[config.mk]
export PLATFORM = sky130hd
export DESIGN_NAME = uart_rx
export DESIGN_NICKNAME = d
export VERILOG_FILES = /design/src/rtl/uart_pkg.sv /design/src/rtl/uart_rx_sync.sv /design/src/rtl/uart_rx.sv
export SDC_FILE = /design/constraint.sdc
export NUM_CORES = 1
export LEC_CHECK = 0
export ABC_CLOCK_PERIOD_IN_PS = 3840
export BUFFER_PORTS_ARGS = -buffer_cell sky130_fd_sc_hd__buf_2
export CORE_MARGIN = 2
export CORE_UTILIZATION = 55
export CTS_BUF_LIST = sky130_fd_sc_hd__clkbuf_2 sky130_fd_sc_hd__clkbuf_4 sky130_fd_sc_hd__clkbuf_8
export DETAILED_ROUTE_END_ITERATION = 12
export GPL_TIMING_DRIVEN = 0
export HOLD_SLACK_MARGIN = 0.03
export PLACE_DENSITY = 0.84
export SLEW_MARGIN = 20
export SYNTH_ARGS = -nofsm -noshare
export SYNTH_HDL_FRONTEND = slang
export SYNTH_HIERARCHICAL = 1
export SYNTH_SLANG_ARGS = --single-unit
export TNS_END_PERCENT = 10
[constraint.sdc]
create_clock -name fpga_sysclk -period 3.84 [get_ports fpga_sysclk]
set_input_delay 0.192 -clock fpga_sysclk [delete_from_list [all_inputs] [get_ports fpga_sysclk]]
set_output_delay 0.192 -clock fpga_sysclk [all_outputs]
set_load 0.05 [all_outputs]
[src/rtl/uart_pkg.sv]
// Shared UART definitions: receiver state encoding, bit-period helper, frame data width.
package uart_pkg;

  localparam int UART_DATA_BITS = 8;

  typedef enum logic [2:0] {
    IDLE,
    START,
    DATA,
    STOP,
    BREAK
  } uart_rx_state_t;

  function automatic int uart_cpb(input int clk_hz, input int baud);
    return clk_hz / baud;
  endfunction

endpackage

[src/rtl/uart_rx_sync.sv]
// Two-flop synchronizer for an asynchronous pin; 2-cycle latency, resets to 1 (idle-high line).
// No backpressure: the output follows the pin continuously.
module uart_rx_sync (
  input  logic clk,
  input  logic rst,
  input  logic async_in,
  output logic sync_out
);

  logic meta;

  always_ff @(posedge clk) begin
    if (rst) begin
      meta     <= 1'b1;
      sync_out <= 1'b1;
    end else begin
      meta     <= async_in;
      sync_out <= meta;
    end
  end

endmodule

[src/rtl/uart_rx.sv]
// 8N1 UART receiver with 3-sample majority vote; rx_valid rises 2 + 9*CPB + H + 2 clocks after the start edge.
// A byte completing while the holding register is still full is dropped and flagged on rx_overrun.
module uart_rx
  import uart_pkg::*;
#(
  parameter int CLK_HZ = 100000000,
  parameter int BAUD   = 115200
) (
  input  logic       fpga_sysclk,
  input  logic       rst_sys,
  input  logic       uart_rxd,
  output logic [7:0] rx_data,
  output logic       rx_valid,
  input  logic       rx_ready,
  output logic       rx_busy,
  output logic       rx_frame_err,
  output logic       rx_overrun
);

  localparam int CPB = uart_cpb(CLK_HZ, BAUD);
  localparam int H   = CPB / 2;
  localparam int CW  = $clog2(CPB);
  localparam int BW  = $clog2(UART_DATA_BITS);

  localparam logic [CW-1:0] C_SAMP_LO  = CW'(H - 1);
  localparam logic [CW-1:0] C_SAMP_MID = CW'(H);
  localparam logic [CW-1:0] C_VOTE     = CW'(H + 1);
  localparam logic [CW-1:0] C_END      = CW'(CPB - 1);
  localparam logic [BW-1:0] B_LAST     = BW'(UART_DATA_BITS - 1);

  if (CPB < 4) begin : g_bad_cpb
    $error("uart_rx: CLK_HZ/BAUD must be at least 4");
  end

  logic                      rxs;
  uart_rx_state_t            state, state_nxt;
  logic [CW-1:0]             cnt;
  logic [BW-1:0]             bitn;
  logic [UART_DATA_BITS-1:0] sh;
  logic                      samp_lo, samp_mid;
  logic                      vote, at_vote, at_end;
  logic                      deliver_stb, ferr_stb;

  uart_rx_sync u_sync (
    .clk      (fpga_sysclk),
    .rst      (rst_sys),
    .async_in (uart_rxd),
    .sync_out (rxs)
  );

  assign vote    = (samp_lo & samp_mid) | (samp_lo & rxs) | (samp_mid & rxs);
  assign at_vote = (cnt == C_VOTE);
  assign at_end  = (cnt == C_END);
  assign rx_busy = (state != IDLE);

  always_comb begin
    state_nxt   = state;
    deliver_stb = 1'b0;
    ferr_stb    = 1'b0;
    case (state)
      IDLE:  if (!rxs) state_nxt = START;
      START: begin
        // A start bit that votes high was a glitch; give up before the data bits.
        if (at_vote && vote) state_nxt = IDLE;
        else if (at_end)     state_nxt = DATA;
      end
      DATA:  if (at_end && bitn == B_LAST) state_nxt = STOP;
      STOP: begin
        if (at_vote) begin
          if (vote) begin
            state_nxt   = IDLE;
            deliver_stb = 1'b1;
          end else begin
            state_nxt = BREAK;
            ferr_stb  = 1'b1;
          end
        end
      end
      BREAK: if (rxs) state_nxt = IDLE;
      default: state_nxt = IDLE;
    endcase
  end

  always_ff @(posedge fpga_sysclk) begin
    if (rst_sys) state <= IDLE;
    else         state <= state_nxt;
  end

  always_ff @(posedge fpga_sysclk) begin
    if (rst_sys) begin
      cnt          <= '0;
      bitn         <= '0;
      sh           <= '0;
      samp_lo      <= 1'b0;
      samp_mid     <= 1'b0;
      rx_data      <= '0;
      rx_valid     <= 1'b0;
      rx_frame_err <= 1'b0;
      rx_overrun   <= 1'b0;
    end else begin
      if (state == IDLE || state == BREAK || state_nxt != state || at_end) cnt <= '0;
      else                                                                 cnt <= cnt + CW'(1);

      if (state == IDLE || (state == START && at_end)) bitn <= '0;
      else if (state == DATA && at_end)                bitn <= bitn + BW'(1);

      if (cnt == C_SAMP_LO)  samp_lo  <= rxs;
      if (cnt == C_SAMP_MID) samp_mid <= rxs;
      if (state == DATA && at_vote) sh <= {vote, sh[UART_DATA_BITS-1:1]};

      rx_frame_err <= ferr_stb;
      rx_overrun   <= 1'b0;
      // Loading a fresh byte takes priority over clearing rx_valid on a handshake.
      if (deliver_stb && (!rx_valid || rx_ready)) begin
        rx_data  <= sh;
        rx_valid <= 1'b1;
      end else begin
        if (deliver_stb)           rx_overrun <= 1'b1;
        if (rx_valid && rx_ready)  rx_valid   <= 1'b0;
      end
    end
  end

endmodule

# Yosys cells after proc, flatten, opt, wreduce, memory -nomap -nowiden
# Index checks and enable logic that the tools add are counted.
[classes]
add_sub_neg = 2
multipliers = 0
div = 0
n_lt_le_gt_ge = 0
eq_ne = 10
shifts = 0
n_mux = 15
bitwise = 7
reduce_logical = 20
[ops]
columns = ["cell", "n"]
rows = [
  ["equality test 10 x 9 -> 1 bit, second input constant", 3],
  ["two-way mux 3 bit", 7],
  ["case mux 3 bit (5 select lines)", 1],
  ["adder 10 x 1 -> 10 bit, second input constant", 1],
  ["equality test 10 bit, second input constant", 1],
  ["logical AND 1 bit", 7],
  ["two-way mux 1 bit", 7],
  ["equality test 3 x 2 -> 1 bit, second input constant", 2],
  ["equality test 3 bit, second input constant", 2],
  ["OR reduction 2 bit", 3],
  ["logical OR 1 bit", 5],
  ["adder 3 x 1 -> 3 bit, second input constant", 1],
  ["AND 1 bit", 3],
  ["equality test 3 x 1 -> 1 bit, second input constant", 1],
  ["logical NOT 3 bit", 1],
  ["inequality test 3 bit", 1],
  ["nonzero test 3 bit", 1],
  ["OR reduction 3 bit", 1],
  ["NOT 1 bit", 2],
  ["bitwise OR 1 bit", 2],
  ["nonzero test 2 bit", 1],
  ["logical NOT 1 bit", 1],
]
[totals]
regBits = 39
latchBits = 0
mem_bits_rw = 0
rom_bits = 0
in_bits = 4
output_inout_bits = 12
word_cells = 66
n_memories = 0

# Longest topological paths before layout
# Gate-level depths: netlist (run 1).
[logic_depth]
word_depth = 10
depth_mapped = 6
mapped_depth_nobuf = 5

# Hierarchy
# Netlist (run 1), hierarchy kept.
[modules_own_cells]
columns = ["mod", "n_inst", "cells_each", "area_per_inst_um2", "seq_area_each_um2"]
rows = [
  ["uart_rx", 1, 191, 1808.0, 740.7],
  ["uart_rx_sync", 1, 4, 52.6, 40.0],
]

# Worst setup path after synthesis (run 1)
# OpenSTA, ideal clock, no wires.
[synth_path]
kind = "flip-flop to flip-flop"
from = "register cnt[0]"
to = "register rx_data[3]"
setup_time_ps = 134
arrival_ps = 1670
required_time_ps = 3706
slack_ps = 2036
stages_incl_launch_ff = 7
n_path_buf = 1
period_less_slack_ps = 1804
path_cell_list = "dfxtp_1 ha_1 nand4bb_4 or4_4 buf_6 o21ai_0 a21oi_1"
[synth_via]
elab_chain_len = 4
[synth_lines]
columns = ["item", "line_no", "text"]
rows = [
  ["from (decl)", "uart_rx.sv:37", "logic [CW-1:0] cnt;"],
  ["from (signal assigned)", "uart_rx.sv:102", "else cnt <= cnt + CW'(1);"],
  ["equality test 10 x 9 -> 1 bit", "uart_rx.sv:52", "assign at_vote = (cnt == C_VOTE);"],
  ["two-way mux 1 bit", "uart_rx.sv:69", "if (at_vote) begin"],
  ["two-way mux 1 bit", "uart_rx.sv:60", "case (state)"],
  ["logical AND 1 bit", "uart_rx.sv:114", "if (deliver_stb && (!rx_valid || rx_ready)) begin"],
  ["to (signal assigned)", "uart_rx.sv:115", "rx_data <= sh;"],
  ["to (decl)", "uart_rx.sv:12", "output logic [7:0] rx_data,"],
]
# No other way between the ends.
# A chain may end at the register's enable or synchronous reset.

# Worst setup path after layout (run 1)
[layout_path]
from = "register cnt[0]"
to = "register sh[4]"
[layout_via]
elab_chain_len = 2
[layout_lines]
columns = ["item", "line_no", "text"]
rows = [
  ["equality test 10 x 9 -> 1 bit", "uart_rx.sv:52", ""],
  ["logical AND 1 bit", "uart_rx.sv:109", "if (state == DATA && at_vote) sh <= {vote, sh[UART_DATA_BITS-1:1]};"],
  ["to (signal assigned)", "uart_rx.sv:109", ""],
  ["to (decl)", "uart_rx.sv:39", "logic [UART_DATA_BITS-1:0] sh;"],
]
# No other way between the ends.

==> results by group, run 1 <==
Timing
  • Count of pins over their slew limit: 0
  • Achievable frequency: 484 MHz
  • Measured slew at the worst slew-check pin: 601 ps
  • Slew HR: between 50 and 60%
  • Final Hold Vio Count: 0
  • Clock Skew: around 10 ps
  • Share of the clock period used by the worst path: 53.8%
  • Setup violation total in the final timing report: 0
  • Shortest period the worst path allows: approximately 2100 ps
  • Unrepaired setup endpoints after global routing: false
  • Sum Neg Setup Slack: 0 ps

Drt
  • Final routed DRC violation total: 0
  • Routed WL: ~3500 µm
  • Wirelength per Cell: about 13 µm
  • Vias post-DR: between 1,000 and 1,500
  • Detailed router's first-iteration violation count: between 60 and 70
  • Final antenna-violating net count: 0
  • Count of TritonRoute iterations in the first routing pass: 4
  • Mean number of vias per cell: between 5 and 6

Setup path
  • Worst R2R Setup Slack: around 1800 ps
  • End of the worst register-to-register path: sh[4]$_SDFFE_PP0P_
  • Critical-path maximum fanout: 8
  • Capture point of the worst path: sh[4]$_SDFFE_PP0P_
  • CP Capture Type: register
  • Critical Path Start Type: register
  • Arrival time worst endpoint: roughly 2300 ps
  • Reg2reg start: cnt[0]$_SDFF_PP0_
  • R2R cell count: 5
  • Worst setup path startpoint: cnt[0]$_SDFF_PP0_
  • Worst setup path category: register to register
  • Req. time, crit path: approximately 4000 ps

Synth
  • XOR/XNOR share of the synthesized area: ~4.2%
  • Post-synthesis share of cell area spent on full adders, half adders and majority gates: just under 4%
  • Compound-gate portion of the synthesized area: 9.35%
  • Cell types occupying the most area after synthesis: sky130_fd_sc_hd__dfxtp_1 (42%), sky130_fd_sc_hd__mux2i_1 (6.5%), sky130_fd_sc_hd__nand4_1 (4.7%), sky130_fd_sc_hd__xnor2_1 (3.8%), sky130_fd_sc_hd__nor2_1 (3.6%)
  • Post-synthesis instance total: just under 200
  • Post-synthesis cell area: 1860 µm²
  • Number of flip-flops and latches in the synthesized netlist: 39
  • Register area share after synthesis: a little over two fifths
  • Portion of synthesized cell area occupied by the leading cell type: a little over two fifths
  • Ys flop type: sky130_fd_sc_hd__dfxtp_1
  • Count of synthesis-stage warnings from yosys: 6
  • Share of synthesized flip-flops with an asynchronous set or reset: 0%
  • Multiplexer fraction of the synthesized cell area: 6.46%
  • Area leader, netlist: sky130_fd_sc_hd__dfxtp_1
  • Mean area per synthesized cell: 9.54 µm²
  • Simple-gate share of the synthesized area: 27.1%
  • Number of nets in the synthesized netlist: 204
  • Unique masters post-synth: 46
  • Number of enable flip-flop cells after synthesis: 0
  • Main combinational cell family by area after synthesis: simple AND/OR/NAND/NOR gates

Floorplanning
  • Die Height: 62.2 µm
  • Horiz. Die Dim: 62.2 µm
  • Number of rows in the core area: 21
  • Number of top-level design ports: 16
  • Initial core utilization: a little under three fifths
  • Die ar.: approximately 3900 µm²
  • Core area: 3280 µm²

Cells and area
  • Top library cells by usage in the layout, fill and taps aside: sky130_fd_sc_hd__dfxtp_1 (39), sky130_fd_sc_hd__nor2_1 (18), sky130_fd_sc_hd__buf_2 (16)
  • Most common cell after layout, fill and taps aside: sky130_fd_sc_hd__dfxtp_1
  • Total Nets Final: approximately 230
  • Area added between synthesis and finish: 11.8%
  • Share of the core filled with cells: a little under two thirds
  • Non-filler cells, final: about 270
  • Final design area excluding fillers: about 2100 µm²
  • Share of final-layout standard cells stronger than drive strength 1: a little under a fifth
  • Antenna fix cells: 0

Clocking
  • CTS tree: yes
  • Clock insertion delay at the later pin of the skew report: 360 ps
  • Clock edge transition at the registers on the reported setup and hold paths: about 120 ps
  • H-tree levels: 2
  • Post-CTS repair timing setup buffer count: 0
  • Bufs on Longest Clock Path: 2
  • Clock buffers created by TritonCTS: 5
  • Master cell of the clock root buffer: sky130_fd_sc_hd__clkbuf_4
  • Number of sinks on the clock net: 39

Global route
  • Pin count of the biggest net entering global routing: 14
  • Initial antenna violation count: 0
  • Global-route wire length before repair: ~6000 µm
  • Remaining global-route overflow: 0
  • Via count of the first global-routing pass: around 1,400
  • GRT Resource Usage Total: about a fifth

Worst hold path
  • Hold-critical path depth: 1
  • Min-delay worst type: register to register

Placed design
  • Global placement routability congestion: 0.772
  • Half-perimeter wire length after detailed placement: between 2000 and 2500 µm
  • Total of buffers placed on input and output ports: 15
  • Placed Instances: ~260
  • Cell area reported after detailed placement: roughly 2000 µm²

Pwr
  • Register share of total power: between 60% and 70%
  • Overall power of the completed layout: about 640 µW
  • Worst supply voltage drop on vdd: 0.196 mV
  • Proportion of total power due to net switching: between 20% and 30%
  • Combinational fraction of design power: approximately 3.0%
  • Sw power: 155 µW
  • Leakage power total: 0.000831 µW
  • Fraction of power consumed by the clock network: 33.0%
  • Internal power component: 484 µW
  • Total power density per cell area: 307 nW/µm²

Run
  • Count of maximum capacitance violations: 0

Run status
  • Run status: finished clean
power groups by stage:
stage	Sequential, µW	Clock (µW)	Combinational [µW]
6_report	409	211	19.1
5_1_grt	410	233	21.1
4_1_cts	409	219	19.0
3_5_place_dp	418	0	16.5
3_3_place_gp	418	0	16.2
2_1_floorplan	418	0	11.7
kinds of logic after synthesis:
logic type	count (synthesis)
multiplexers	12
adder cells (fa/ha/maj)	6
buffers and inverters	21
AND/OR/NAND/NOR	79
AO/OA/AOI/OAI	29
flip-flops	39
XOR/XNOR	9
registers in the layout, summed over array words and instances, names as in the netlist, 3 cells and up:
signal	flops
state	3
sh	8
bitn	3
rx_data	8
cnt	10
worst max-delay path: stages (launching register included):
cell and delay [ps]:
sky130_fd_sc_hd__dfxtp_1 450, sky130_fd_sc_hd__ha_1 310, sky130_fd_sc_hd__nor3b_2 450, sky130_fd_sc_hd__nand4_2 400
sky130_fd_sc_hd__mux2i_1 300, sky130_fd_sc_hd__nor2_1 60
metal layers:
metal | global-route usage (%) | wire length, µm | vias up
met5 | 0 | 0 | -
met4 | 10.8 | 71 | 0
met3 | 6.70 | 125 | 6
met2 | 34.1 | 1700 | 26
met1 | 21.6 | 1590 | 666
li1 | - | - | 738
what timing repair did:
action                    in CTS  in global routing
hold buffers                   3                  0
gates resized for setup        0                  0
hold endpoints to repair       2                  0
layout make-up:
type | count | area, µm²
inverters | 10 | 37.5
multi-input cells | 135 | 950
clock buffers | 5 | 37.5
well taps | 46 | 57.6
fillers | 275 | 1200
plain buffers | 11 | 92.6
flip-flops and latches | 39 | 781
clock inverters | 3 | 20.0
repair buffers | 18 | 105
synthesized netlist by cell type (2+ instances only):
cell                       count
sky130_fd_sc_hd__nand3_1       8
sky130_fd_sc_hd__ha_1          5
sky130_fd_sc_hd__and2_1        3
sky130_fd_sc_hd__dfxtp_1      39
sky130_fd_sc_hd__nand2_1       7
sky130_fd_sc_hd__nor3_1       11
sky130_fd_sc_hd__o21ai_1       5
sky130_fd_sc_hd__or2_1         2
sky130_fd_sc_hd__clkbuf_1      6
sky130_fd_sc_hd__nor2_1       18
sky130_fd_sc_hd__a21oi_1      11
sky130_fd_sc_hd__xnor2_1       8
sky130_fd_sc_hd__nand4_1      14
sky130_fd_sc_hd__inv_1        10
sky130_fd_sc_hd__mux2i_1      12
sky130_fd_sc_hd__nand2b_4      2
sky130_fd_sc_hd__nor2b_1       2
sky130_fd_sc_hd__o21ai_0       4
metrics by stage:
| step | hold WS [ps] | setup WS, ps |
|---|---|---|
| global placement | 369 | 1860 |
| global route | 463 | 1610 |
| CTS | 427 | 1780 |
| floorplan | 289 | 2040 |
| finish | 422 | 1770 |
| detailed placement | 375 | 1810 |
worst min path at each step:
stage | from | endpoint | slack, ps
6_report | u_sync/meta$_SDFF_PP1_ | u_sync/sync_out$_SDFF_PP1_ | 420
2_1_floorplan | uart_rxd | u_sync/meta$_SDFF_PP1_ | 290
5_1_grt | u_sync/meta$_SDFF_PP1_ | u_sync/sync_out$_SDFF_PP1_ | 460
3_3_place_gp | uart_rxd | u_sync/meta$_SDFF_PP1_ | 370
4_1_cts | u_sync/meta$_SDFF_PP1_ | u_sync/sync_out$_SDFF_PP1_ | 430
3_5_place_dp | uart_rxd | u_sync/meta$_SDFF_PP1_ | 370
Note: power is estimated with default switching activity, not from simulation.
==> inputs of run 2 (changes only) <==
--- a/config.mk
+++ b/config.mk
@@ -5,7 +5,7 @@
 export SDC_FILE = /design/constraint.sdc
 export NUM_CORES = 1
 export LEC_CHECK = 0
-export ABC_CLOCK_PERIOD_IN_PS = 3840
+export ABC_CLOCK_PERIOD_IN_PS = 2100
 export BUFFER_PORTS_ARGS = -buffer_cell sky130_fd_sc_hd__buf_2
 export CORE_MARGIN = 2
 export CORE_UTILIZATION = 55
==> constraint.sdc (replaced) <==
create_clock -name fpga_sysclk -period 2.1 [get_ports fpga_sysclk]
set_input_delay 0.105 -clock fpga_sysclk [delete_from_list [all_inputs] [get_ports fpga_sysclk]]
set_output_delay 0.105 -clock fpga_sysclk [all_outputs]
set_load 0.05 [all_outputs]
==> run 2 against run 1 <==
Against the previous run:
- via count up 3.8%
- critical path type unchanged
- register-to-register slack worse by 1600 ps
- utilization up 0.80 points
- clock skew about the same
- largest cell class unchanged
- count of clock-buffer cells in the layout unchanged
- setup slack worse by 1600 ps
==> results by group, run 2 (synthesis gave the netlist of run 1 again) <==
Run status
  • Run status: finished clean

Floorplanning
  • Initial core utilization: 56.6% (unchanged)
  • Number of top-level design ports: 16 (unchanged)
  • Horiz. Die Dim: 62.2 µm (unchanged)
  • Die ar.: 3860 µm² (unchanged)
  • Die Height: 62.2 µm (unchanged)
  • Number of rows in the core area: 21 (unchanged)
  • Core area: 3280 µm² (unchanged)

Clocking
  • Post-CTS repair timing setup buffer count: 0 (unchanged)
  • H-tree levels: 2 (unchanged)
  • Clock edge transition at the registers on the reported setup and hold paths: 120 ps (about the same)
  • Clock insertion delay at the later pin of the skew report: 360 ps (about the same)
  • CTS tree: yes
  • Number of sinks on the clock net: 39 (unchanged)
  • Clock buffers created by TritonCTS: 5 (unchanged)
  • Master cell of the clock root buffer: sky130_fd_sc_hd__clkbuf_4
  • Bufs on Longest Clock Path: 2 (unchanged)

Timing
  • Shortest period the worst path allows: 1940 ps (-121 ps)
  • Slew HR: 60.7% (+0.84 points)
  • Unrepaired setup endpoints after global routing: false
  • Achievable frequency: 514 MHz (+6.2%)
  • Measured slew at the worst slew-check pin: 589 ps (-12.6 ps)
  • Post-route worst hold slack: 360 ps (-61.4 ps)
  • Final Hold Vio Count: 0 (unchanged)
  • Clock Skew: 9.97 ps (-0.429 ps)
  • Share of the clock period used by the worst path: 92.6% (+39 points)
  • Sum Neg Setup Slack: 0 ps (unchanged)
  • Setup violation total in the final timing report: 0 (unchanged)
  • Count of pins over their slew limit: 0 (unchanged)

Cells and area
  • Largest register FFs: 10 (unchanged)
  • Area used by multi-input combinational logic: 976 µm² (+2.8%)
  • Total Nets Final: 229 (unchanged)
  • Area taken by flip-flops and latches: 781 µm² (unchanged)
  • Share of final-layout standard cells stronger than drive strength 1: 19.0% (+0.45 points)
  • Number of fillers in the final layout: 270 (-1.8%)
  • Registers with the most flip-flops: cnt: 10 flops, rx_data: 8 flops, sh: 8 flops
  • Antenna fix cells: 0 (unchanged)
  • Area added between synthesis and finish: 13.2%
  • Final design area excluding fillers: 2110 µm² (+1.3%)
  • Most common cell after layout, fill and taps aside: sky130_fd_sc_hd__dfxtp_1
  • Top library cells by usage in the layout, fill and taps aside: sky130_fd_sc_hd__dfxtp_1 (39), sky130_fd_sc_hd__nor2_1 (18), sky130_fd_sc_hd__buf_2 (16)
  • Register ranked first by flip-flop count: cnt

Placed design
  • Global placement routability congestion: 0.772 (unchanged)
  • Total of buffers placed on input and output ports: 15 (unchanged)
  • Cell area reported after detailed placement: 1990 µm² (unchanged)
  • Half-perimeter wire length after detailed placement: 2470 µm (unchanged)

Drt
  • Detailed router's first-iteration violation count: 48 (-28%)
  • Count of TritonRoute iterations in the first routing pass: 4 (unchanged)
  • Final antenna-violating net count: 0 (unchanged)
  • Mean number of vias per cell: 5.58 (+3.8%)
  • Final routed DRC violation total: 0 (unchanged)
  • Wirelength per Cell: 13.8 µm (+5.5%)
  • Routed WL: 3670 µm (+5.5%)
  • Vias post-DR: 1,491 (+3.8%)

Setup path
  • Req. time, crit path: 2340 ps (-1750 ps)
  • Arrival time worst endpoint: 2190 ps (-130 ps)
  • Critical Path Start Type: register
  • Critical-path maximum fanout: 10 (+2)
  • CP Capture Type: register
  • Worst setup path category: register to register
  • Worst R2R Setup Slack: 160 ps (-1620 ps)

Worst hold path
  • Min-delay worst type: input port to register

Global route
  • Global-route wire length before repair: 6030 µm (unchanged)
  • GRT Resource Usage Total: 19.9% (unchanged)
  • Via count of the first global-routing pass: 1,397 (unchanged)
  • Initial antenna violation count: 0 (unchanged)
  • Remaining global-route overflow: 0 (unchanged)
  • Pin count of the biggest net entering global routing: 14 (unchanged)

Run
  • Count of maximum capacitance violations: 0 (unchanged)

Pwr
  • Leakage power total: 0.000833 µW (+0.27%)
  • Overall power of the completed layout: 1170 µW (+83%)
  • Total power density per cell area: 556 nW/µm² (+81%)
  • Worst supply voltage drop on vdd: 0.358 mV (+83%)
run 2: cell types whose count changed in the layout (fill, tap and decap cells not counted):
cell                       change
sky130_fd_sc_hd__ha_1          -1
sky130_fd_sc_hd__o211ai_4      +1
sky130_fd_sc_hd__nor3b_4       +1
sky130_fd_sc_hd__ha_2          +1
sky130_fd_sc_hd__o211ai_2      -1
sky130_fd_sc_hd__nand4_2       -1
sky130_fd_sc_hd__nand4_4       +1
sky130_fd_sc_hd__nor3b_2       -1
run 2: report_power, final:
group | internal [µW] | leakage, µW | switching [µW]
clock network | 128 | 0.0000272 | 258
logic | 13.6 | 0.000491 | 22.9
registers | 743 | 0.000315 | 5.11
total | 885 | 0.000833 | 286
run 2: per-layer routing:
layer  global-route usage (%)  vias up  wire length (µm)
met5                        0        -                 0
met4                     10.8        0                82
met3                     6.70        9               170
met2                     34.1       43              1800
met1                     21.6      700              1620
li1                         -      739                 -
run 2: path summary, 6_finish.rpt:
| kind | startpoint | to | cells past startpoint |
|---|---|---|---|
| setup / recovery | cnt[0]$_SDFF_PP0_ | rx_data[5]$_SDFFE_PP0P_ | 6 |
| hold / removal | rx_ready | rx_data[0]$_SDFFE_PP0P_ | 5 |
| setup reg to reg | cnt[0]$_SDFF_PP0_ | rx_data[5]$_SDFFE_PP0P_ | 6 |
| hold reg to reg | u_sync/meta$_SDFF_PP1_ | u_sync/sync_out$_SDFF_PP1_ | 1 |
run 2: layout make-up:
class	instances	share of cell area (%)
tap	46	2.73
sequential	39	37.1
multi-input combinational	135	46.3
clock inverter	3	0.950
buffer	11	4.39
inverter	10	1.78
timing repair buffer	18	4.99
clock buffer	5	1.78
run 2: repair_timing:
item                                    4_1_cts  5_1_grt
hold endpoints to repair                      2        0
resized for setup                             0        4
hold buffers                                  3        0
endpoints found under the setup margin        0       20
run 2: metrics by stage:
step | setup slack [ps] | instances | util [%]
floorplan | 296 | 195 | -
global placement | 124 | 256 | 60.7
detailed placement | 65.6 | 256 | 60.7
CTS | 40.2 | 267 | 63.4
global route | 19.7 | 267 | 64.2
finish | 155 | 267 | 64.2
run 2: critical path: stages (launching register included):
cell and delay (ps):
sky130_fd_sc_hd__dfxtp_1 450, sky130_fd_sc_hd__ha_2 290, sky130_fd_sc_hd__nand4bb_4 150, sky130_fd_sc_hd__or4_4 540, sky130_fd_sc_hd__buf_6 160, sky130_fd_sc_hd__o21ai_0 170
sky130_fd_sc_hd__a21oi_1 80
